## config.mk

```make
export PLATFORM = sky130hd
export DESIGN_NAME = mem_port_bridge
export DESIGN_NICKNAME = d
export VERILOG_FILES = /design/src/rtl/mem_bridge_pkg.sv /design/src/rtl/mem_port_bridge.sv
export SDC_FILE = /design/constraint.sdc
export NUM_CORES = 1
export LEC_CHECK = 0
export CAP_MARGIN = 10
export CORE_ASPECT_RATIO = 0.8
export CORE_UTILIZATION = 30
export DETAILED_ROUTE_END_ITERATION = 6
export PLACE_DENSITY_LB_ADDON = 0.25
export SETUP_SLACK_MARGIN = 0.02
export SYNTH_ARGS = -nofsm -noshare
export SYNTH_HDL_FRONTEND = slang
export SYNTH_SLANG_ARGS = --single-unit
```

## constraint.sdc

```tcl
create_clock -name clk -period 1.75 [get_ports clk]
set_clock_uncertainty 0.15 [all_clocks]
set_input_delay 0.35 -clock clk [delete_from_list [all_inputs] [get_ports clk]]
set_output_delay 0.35 -clock clk [all_outputs]
set_load 0.02 [all_outputs]
```

## src/rtl/mem_bridge_pkg.sv

```systemverilog
// -----------------------------------------------------------------------------
// mem_bridge_pkg
//   Shared definitions for the CPU memory-port bridge.
//   - bridge_state_e : FSM state encoding (IDLE=0 .. WAIT_I=4); the values are
//                      part of the debug view, so keep them stable.
//   - ADDR_MASK_DEFAULT : kseg0/kseg1 -> physical address mask.
//   - WSTRB_NONE     : byte-enable pattern that marks a store as a no-op.
//   - is_null_store  : a store with no enabled bytes never touches memory.
// -----------------------------------------------------------------------------
package mem_bridge_pkg;

    typedef enum logic [2:0] {
        IDLE   = 3'd0,
        REQ_D  = 3'd1,
        WAIT_D = 3'd2,
        REQ_I  = 3'd3,
        WAIT_I = 3'd4
    } bridge_state_e;

    localparam logic [31:0] ADDR_MASK_DEFAULT = 32'h1fff_ffff;
    localparam logic [3:0]  WSTRB_NONE        = 4'b0000;

    function automatic logic is_null_store(input logic wr, input logic [3:0] wstrb);
        return wr && (wstrb == WSTRB_NONE);
    endfunction

endpackage

```

## src/rtl/mem_port_bridge.sv

```systemverilog
// -----------------------------------------------------------------------------
// mem_port_bridge
//   Merges the datapath's instruction-fetch and data-access requests onto a
//   single handshaked memory port. One transaction is outstanding at a time;
//   on a simultaneous request the data side wins when DATA_FIRST=1.
//
// Handshake semantics (all sides):
//   x_req is a level held by the requester until x_addr_ok. x_addr_ok is a
//   combinational one-cycle pulse, only ever raised while the bridge is IDLE,
//   and marks the cycle the request fields are captured. x_data_ok is a
//   registered one-cycle pulse; x_rdata is valid with it and held until the
//   next read completion of that side. Towards memory, mem_req is held with
//   stable fields until mem_addr_ok; mem_data_ok is only honoured in WAIT_x.
//
// Ports
//   clk, reset            clock; asynchronous active-low reset
//   inst_req/addr         fetch request (level) and virtual address
//   inst_addr_ok/data_ok  fetch accept / completion pulses
//   inst_rdata            last fetched word
//   data_req/wr/wstrb/addr/wdata   data request (level), store flag, byte
//                         enables, virtual address, store data
//   data_addr_ok/data_ok  data accept / completion pulses
//   data_rdata            last loaded word
//   mem_req/wr/wstrb/addr/wdata    request to memory (masked address)
//   mem_addr_ok/data_ok/rdata      memory accept, response, read data
//   busy                  1 whenever the FSM is not IDLE
//   dbg_state             current FSM state (bridge_state_e encoding)
// -----------------------------------------------------------------------------
module mem_port_bridge
    import mem_bridge_pkg::*;
#(
    parameter logic [31:0] ADDR_MASK  = ADDR_MASK_DEFAULT,
    parameter bit          DATA_FIRST = 1'b1
) (
    input  logic        clk,
    input  logic        reset,

    input  logic        inst_req,
    input  logic [31:0] inst_addr,
    output logic        inst_addr_ok,
    output logic        inst_data_ok,
    output logic [31:0] inst_rdata,

    input  logic        data_req,
    input  logic        data_wr,
    input  logic [3:0]  data_wstrb,
    input  logic [31:0] data_addr,
    input  logic [31:0] data_wdata,
    output logic        data_addr_ok,
    output logic        data_data_ok,
    output logic [31:0] data_rdata,

    output logic        mem_req,
    output logic        mem_wr,
    output logic [3:0]  mem_wstrb,
    output logic [31:0] mem_addr,
    output logic [31:0] mem_wdata,
    input  logic        mem_addr_ok,
    input  logic        mem_data_ok,
    input  logic [31:0] mem_rdata,

    output logic        busy,
    output logic [2:0]  dbg_state
);

    bridge_state_e state;

    logic        in_idle;
    logic        data_pick;
    logic        inst_pick;
    logic        null_store;
    logic        capture_data;
    logic        capture_inst;

    // Captured-request register bank; drives the memory port directly.
    logic        req_wr_q;
    logic [3:0]  req_wstrb_q;
    logic [31:0] req_addr_q;
    logic [31:0] req_wdata_q;

    logic        inst_data_ok_q;
    logic        data_data_ok_q;
    logic [31:0] inst_rdata_q;
    logic [31:0] data_rdata_q;

    assign in_idle = (state == IDLE);

    // Arbitration. Gated by reset so no accept pulse can leak out while the
    // bridge is held in reset with a request already pending.
    always_comb begin
        data_pick = 1'b0;
        inst_pick = 1'b0;
        if (in_idle && reset) begin
            if (DATA_FIRST) begin
                data_pick = data_req;
                inst_pick = inst_req & ~data_req;
            end else begin
                inst_pick = inst_req;
                data_pick = data_req & ~inst_req;
            end
        end
    end

    // An all-zero store is acknowledged and completed locally: nothing is
    // captured and the FSM does not leave IDLE.
    assign null_store   = data_pick & is_null_store(data_wr, data_wstrb);
    assign capture_data = data_pick & ~null_store;
    assign capture_inst = inst_pick;

    assign inst_addr_ok = inst_pick;
    assign data_addr_ok = data_pick;

    // Request bank. Loads carry no byte enables; fetches carry neither byte
    // enables nor store data.
    always_ff @(posedge clk or negedge reset) begin
        if (!reset) begin
            req_wr_q    <= 1'b0;
            req_wstrb_q <= WSTRB_NONE;
            req_addr_q  <= 32'h0;
            req_wdata_q <= 32'h0;
        end else if (capture_data) begin
            req_wr_q    <= data_wr;
            req_wstrb_q <= data_wr ? data_wstrb : WSTRB_NONE;
            req_addr_q  <= data_addr & ADDR_MASK;
            req_wdata_q <= data_wdata;
        end else if (capture_inst) begin
            req_wr_q    <= 1'b0;
            req_wstrb_q <= WSTRB_NONE;
            req_addr_q  <= inst_addr & ADDR_MASK;
            req_wdata_q <= 32'h0;
        end
    end

    // Main FSM. Completion pulses are registered so they appear in the IDLE
    // cycle after mem_data_ok, together with the updated read data; a new
    // request may be accepted in that same cycle.
    always_ff @(posedge clk or negedge reset) begin
        if (!reset) begin
            state          <= IDLE;
            inst_data_ok_q <= 1'b0;
            data_data_ok_q <= 1'b0;
            inst_rdata_q   <= 32'h0;
            data_rdata_q   <= 32'h0;
        end else begin
            inst_data_ok_q <= 1'b0;
            data_data_ok_q <= 1'b0;
            case (state)
                IDLE: begin
                    if (null_store) begin
                        data_data_ok_q <= 1'b1;
                    end else if (capture_data) begin
                        state <= REQ_D;
                    end else if (capture_inst) begin
                        state <= REQ_I;
                    end
                end
                REQ_D: begin
                    if (mem_addr_ok) begin
                        state <= WAIT_D;
                    end
                end
                REQ_I: begin
                    if (mem_addr_ok) begin
                        state <= WAIT_I;
                    end
                end
                WAIT_D: begin
                    if (mem_data_ok) begin
                        state          <= IDLE;
                        data_data_ok_q <= 1'b1;
                        if (!req_wr_q) begin
                            data_rdata_q <= mem_rdata;
                        end
                    end
                end
                WAIT_I: begin
                    if (mem_data_ok) begin
                        state          <= IDLE;
                        inst_data_ok_q <= 1'b1;
                        inst_rdata_q   <= mem_rdata;
                    end
                end
                default: begin
                    state <= IDLE;
                end
            endcase
        end
    end

    assign mem_req      = (state == REQ_D) || (state == REQ_I);
    assign mem_wr       = req_wr_q;
    assign mem_wstrb    = req_wstrb_q;
    assign mem_addr     = req_addr_q;
    assign mem_wdata    = req_wdata_q;

    assign inst_data_ok = inst_data_ok_q;
    assign data_data_ok = data_data_ok_q;
    assign inst_rdata   = inst_rdata_q;
    assign data_rdata   = data_rdata_q;

    assign busy         = !in_idle;
    assign dbg_state    = state;

endmodule
```

==> impl_metrics.csv, run 1 <==
group,metric,value,unit
sta,finalHoldViolations,0,
global_routing,grt-ovfl-total,0,
cells_and_area,nets,908,
setup_path,slowest_delay,0.40,ns
placed_design,port_buffers,271,
sta,fin_ws,-0.372,ns
placed_design,post-dp-hpwl,11700,um
setup_path,crit_path_max_fanout,2,
clock_network,cts_buffers,17,
global_routing,grt_pass1_vias,5031,
worst_hold_path,timing.hold.worst.class,"in -> async",
run_status,violations,"DRC, setup timing",
setup_path,reg2reg_slack,-0.30,ns
global_routing,top_usage_layer,"met2",
job,max-cap-violations,0,
cells_and_area,area_growth,79.1,%
setup_path,cp_cell_sequence,"or3_4 -> or2_4 -> inv_2 -> buf_6",
yosys,yosysUniqueCellTypes,29,
clock_network,cts.sink_count,135,
clock_network,insertion_delay,0.41,ns
sta,hold_slack,0.0745,ns
placed_design,place_area,8670,um^2
clock_network,cts_tree,"yes",
die,die_w,152,um
setup_path,worstSetupEndpointType,"output port",
clock_network,cts_hold_buf,0,
yosys,syn_avg_cell_area,11.7,um^2
die,core-area,17500,um^2
setup_path,reg2reg_from,"dbg_state[0]$_DFFE_PN0P_",
global_routing,grt_start_max_net_pins,78,
yosys,synth-edff-count,0,
route,via_per_inst,4.70,
route,ant_nets,0,
cells_and_area,drive_gt1_frac,0.258,
setup_path,slowest_stage,"dfrtp_2",
yosys,ys_seq_area_frac,0.623,
sta,rsz0062_at_grt,"yes",
global_routing,antenna_found_initial,0,
route,drc,15,
sta,worst_pin_slew,0.956,ns
global_routing,grt_first_pass_wirelength,27400,um
yosys,synth_top_area_frac,0.623,
power,power.density,1730,nW/um^2
cells_and_area,n_fill_cell,1473,
cells_and_area,multi_input_area,2030,um^2
yosys,mappedNetlistArea,5420,um^2
route,first_pass_iters,7,
clock_network,clk_path_buf_depth,2,
global_routing,grt_use_met3,0.0632,
yosys,syn-instance-count,462,
die,start_util,0.310,
cells_and_area,design_area,9710,um^2
cells_and_area,fin_util,0.555,
yosys,yosysTopAreaCell,"dfrtp_1",
cells_and_area,num_antenna_cells,0,
cells_and_area,final_cell_mix,"dfrtp_1 (132), dlygate4sd2_1 (132), clkdlybuf4s50_1 (131)",
clock_network,clk_pin_slew_worst_paths,0.06,ns
global_routing,grtUsageMet2,0.310,
setup_path,crit_required,1.25,ns
clock_network,root_buffer,"clkbuf_16",
power,peakVddDrop,0.000800,V
sta,max_freq,0.471,GHz
sta,post-route-period-util,1.21,
setup_path,worstPathArrival,1.62,ns
global_routing,grtUsageMet1,0.247,
setup_path,path_class,"reg -> out",
setup_path,worstRegToRegCells,8,
route,wl_per_cell,17.5,um
route,drtIter0Drc,214,
sta,slew_headroom,0.363,
global_routing,globalRouteTotalUtil,0.193,
sta,finalSetupViolations,119,
sta,setup_tns,-17.29,ns
placed_design,place_congestion,0.788,
yosys,async_reset_ff_frac,1.00,
die,pin_count,281,
yosys,synth_warnings,0,
yosys,synth_area_leaders,"dfrtp_1 (62%), mux2_2 (13%), nand2_1 (7.1%)",
sta,slew_violations,0,
placed_design,preCtsSetupSlack,-0.716,ns
setup_path,r2r_end,"mem_wdata[13]$_DFFE_PN0P_",
cells_and_area,ff_latch_area,3380,um^2
route,wl,17700,um
die,die_h,122,um
clock_network,htreeDepth,4,
power,leakage,4.66,nW
setup_path,start_kind,"flop",
run_status,status,"finished with violations",
route,vias,4737,
yosys,synthFlopType,"dfrtp_1",
yosys,synth_seq_cells,135,
die,rows,43,
sta,period_minus_slack,2.12,ns
die,dieArea,18600,um^2
layout make-up:
| type | instances | area share |
|---|---|---|
| clock buffer | 18 | 0.0452 |
| clock inverter | 14 | 0.0204 |
| inverter | 2 | 0.000773 |
| multi-input combinational | 290 | 0.209 |
| sequential | 135 | 0.348 |
| tap | 225 | 0.0290 |
| timing repair buffer | 323 | 0.347 |
Yosys cell counts (3+ instances only):
| master | number |
|---|---|
| nand2_1 | 103 |
| buf_2 | 17 |
| buf_6 | 5 |
| o21ai_0 | 5 |
| nor2_1 | 6 |
| dfrtp_1 | 135 |
| buf_1 | 3 |
| a22oi_1 | 29 |
| o21ai_1 | 28 |
| buf_4 | 7 |
| nand3_1 | 39 |
| clkbuf_1 | 5 |
| mux2_2 | 64 |
worst max-delay path: cells and delay by family, from the launching register on:
family / cells / cell delay, ns
and+or+nand+nor: 2 / 0.64
DFF: 1 / 0.40
buffers and inverters: 2 / 0.18
state kept, by name, indices dropped and copies added, names as in the netlist:
register / flops
data_data_ok: 1
data_rdata: 32
dbg_state: 3
inst_data_ok: 1
inst_rdata: 32
mem_addr: 29
mem_wdata: 32
mem_wr: 1
mem_wstrb: 4
metrics by stage:
stage,total power [mW],cells
6_report,16.8,1007
2_1_floorplan,9.25,464
3_3_place_gp,13.3,953
3_5_place_dp,13.4,953
5_1_grt,17.7,1007
4_1_cts,16.9,1005
report_power, final:
part | internal, mW | switching, mW
Sequential | 4.58 | 0.818
Clock | 2.43 | 1.38
Combinational | 3.45 | 4.10
Total | 10.5 | 6.30
cells by family (layout without fill, tap and decap cells):
kind of cell,Yosys count,count (layout),share of synthesized area
AO/OA/AOI/OAI,67,67,0.0785
XOR/XNOR,1,1,0.00162
buffers and inverters,39,357,0.0427
flip-flops,135,135,0.623
multiplexers,65,65,0.135
other,1,3,0.000692
AND/OR/NAND/NOR,154,154,0.119
worst max-delay path by stage:
stage	start	to	slack, ns
after floorplan	dbg_state[0]$_DFFE_PN0P_	inst_addr_ok	-0.29
after global placement	data_req	inst_addr_ok	-0.70
after detailed placement	data_req	mem_wdata[20]$_DFFE_PN0P_	-0.72
after CTS	dbg_state[0]$_DFFE_PN0P_	inst_addr_ok	-0.40
after global routing	dbg_state[0]$_DFFE_PN0P_	inst_addr_ok	-0.43
final	dbg_state[0]$_DFFE_PN0P_	inst_addr_ok	-0.37
repair_timing:
item	CTS	global route
setup endpoints to repair	270	135
pin swaps	3	2
buffers inserted	8	1
gates resized for setup	193	4
gates cloned	12	1
layer usage:
layer,vias to the layer above,share of wire
li1,2211,-
met1,2328,0.43
met2,181,0.48
met3,17,0.073
met4,0,0.016
met5,-,0
(Power assumes the default switching activity.)
==> inputs of run 2 (changes only) <==
--- a/config.mk
+++ b/config.mk
@@ -7,6 +7,7 @@
 export LEC_CHECK = 0
 export CAP_MARGIN = 10
 export CORE_ASPECT_RATIO = 0.8
+export CORE_MARGIN = 2
 export CORE_UTILIZATION = 30
 export DETAILED_ROUTE_END_ITERATION = 6
 export PLACE_DENSITY_LB_ADDON = 0.25
==> run 2 against run 1 <==
  * Worst hold slack got worse by 0.13 ns
  * Via count is 2.6% higher
  * Combinational power rose by 3.7%
  * Die area grew 3.0%
  * Maximum frequency increased by 0.29%
  * The run ends with hold timing, setup timing left
  * Core utilization is 1.0 points higher
==> impl_metrics.csv, run 2 (same netlist as run 1, synthesis figures left out) <==
group,metric,value,unit
sta,worst_pin_slew,0.795,ns
clock_network,clk_path_buf_depth,2,
cells_and_area,num_antenna_cells,0,
clock_network,cts_buffers,17,
sta,post-route-period-util,1.21,
run_status,violations,"hold timing, setup timing",
cells_and_area,drive_gt1_frac,0.266,
sta,finalHoldViolations,19,
sta,max_freq,0.473,GHz
clock_network,cts.sink_count,135,
setup_path,slowest_stage,"or3_4",
power,leakage,4.79,nW
cells_and_area,final_cell_mix,"dfrtp_1 (132), dlygate4sd2_1 (132), clkdlybuf4s50_1 (131)",
placed_design,post-dp-hpwl,11900,um
setup_path,slowest_delay,0.40,ns
clock_network,insertion_delay,0.40,ns
route,drc,0,
clock_network,clk_pin_slew_worst_paths,0.06,ns
clock_network,htreeDepth,4,
route,first_pass_iters,4,
route,wl,18800,um
setup_path,reg2reg_from,"dbg_state[0]$_DFFE_PN0P_",
setup_path,start_kind,"flop",
setup_path,crit_required,1.25,ns
sta,fin_ws,-0.366,ns
clock_network,cts_hold_buf,0,
clock_network,cts_tree,"yes",
sta,hold_slack,-0.0563,ns
route,vias,4858,
global_routing,grt_pass1_vias,5442,
placed_design,place_congestion,0.769,
global_routing,globalRouteTotalUtil,0.204,
global_routing,grt-ovfl-total,0,
sta,slew_violations,0,
die,die_h,124,um
route,ant_nets,0,
die,die_w,154,um
setup_path,setup.worst_path.start,"dbg_state[0]$_DFFE_PN0P_",
setup_path,worstSetupEndpointType,"output port",
setup_path,cp_cell_sequence,"or3_4 -> or2_4 -> inv_2 -> buf_6",
die,pin_count,281,
cells_and_area,fin_util,0.566,
setup_path,worstPathArrival,1.62,ns
run_status,status,"finished with violations",
global_routing,grt_start_max_net_pins,136,
route,via_per_inst,4.77,
global_routing,antenna_found_initial,0,
setup_path,crit_path_max_fanout,2,
route,drtIter0Drc,187,
route,wl_per_cell,18.4,um
placed_design,port_buffers,271,
sta,finalSetupViolations,95,
clock_network,root_buffer,"clkbuf_16",
power,power.density,1730,nW/um^2
setup_path,cp_top_family,"simple AND/OR/NAND/NOR gates",
setup_path,worstRegToRegCells,9,
worst_hold_path,timing.hold.worst.class,"in -> async",
cells_and_area,area_growth,83.0,%
setup_path,cp_num_cells,4,
power,peakVddDrop,0.000803,V
cells_and_area,nets,920,
sta,rsz0062_at_grt,"yes",
die,rows,43,
job,max-cap-violations,0,
setup_path,crit_buf_inv,2,
sta,slew_headroom,0.470,
setup_path,path_class,"reg -> out",
die,start_util,0.309,
sta,period_minus_slack,2.12,ns
die,core-area,17500,um^2
die,dieArea,19200,um^2
global_routing,grt_first_pass_wirelength,30300,um
run 2: worst paths after layout:
check / to / slack, ns
setup / recovery: inst_addr_ok / -0.37
hold / removal: mem_addr[23]$_DFFE_PN0P_ / -0.06
setup reg to reg: mem_wdata[2]$_DFFE_PN0P_ / -0.28
hold reg to reg: mem_wdata[9]$_DFFE_PN0P_ / 0.34
max in group asynchronous: dbg_state[0]$_DFFE_PN0P_ / 0.84
min in group clk: mem_wdata[19]$_DFFE_PN0P_ / 0.32
run 2: per-layer routing:
layer,share of wire,vias up,track usage
li1,-,2228,-
met1,0.42,2388,0.252
met2,0.48,207,0.336
met3,0.070,35,0.0648
met4,0.028,0,0.0730
met5,0,-,0
run 2: repair_timing:
| action | 4_1_cts | 5_1_grt |
|---|---|---|
| resized for setup | 221 | 7 |
| pin swaps | 4 | 2 |
| buffers inserted | 14 | 4 |
| cloned | 13 | 1 |
| setup endpoints to repair | 270 | 121 |
run 2: worst min-delay path, stage by stage:
cell and delay [ns]:
buf_6 0.07, buf_4 0.11, buf_12 0.44
run 2: where the power goes:
part,switching [mW],internal (mW)
Combinational,4.19,3.64
Sequential,0.826,4.58
Clock,1.39,2.55
run 2: final cells by class:
type                       instances  area, um^2
fill                            1489        7620
clock buffer                      19         433
tap                              225         282
inverter                           2        7.51
multi-input combinational        290        2100
timing repair buffer             335        3500
sequential                       135        3380
clock inverter                    13         218
run 2: per-stage QoR:
step / area, um^2 / setup TNS (ns) / power (mW) / worst slack, ns / cells
after global placement: 8700 / -47.64 / 13.3 / -0.677 / 957
after floorplan: 5620 / -13.99 / 9.25 / -0.290 / 464
after global routing: 9920 / -22.79 / 18.2 / -0.419 / 1019
after detailed placement: 8700 / -50.11 / 13.5 / -0.685 / 957
after CTS: 9880 / -16.47 / 17.3 / -0.404 / 1016
final: 9920 / -17.03 / 17.2 / -0.366 / 1019
==> inputs of run 3 (changes only) <==
--- a/config.mk
+++ b/config.mk
@@ -10,6 +10,7 @@
 export CORE_MARGIN = 2
 export CORE_UTILIZATION = 30
 export DETAILED_ROUTE_END_ITERATION = 6
+export GPL_ROUTABILITY_DRIVEN = 0
 export PLACE_DENSITY_LB_ADDON = 0.25
 export SETUP_SLACK_MARGIN = 0.02
 export SYNTH_ARGS = -nofsm -noshare
==> results of run 3 <==
The final DEF is identical to that of run 2; final timing and power are the same.
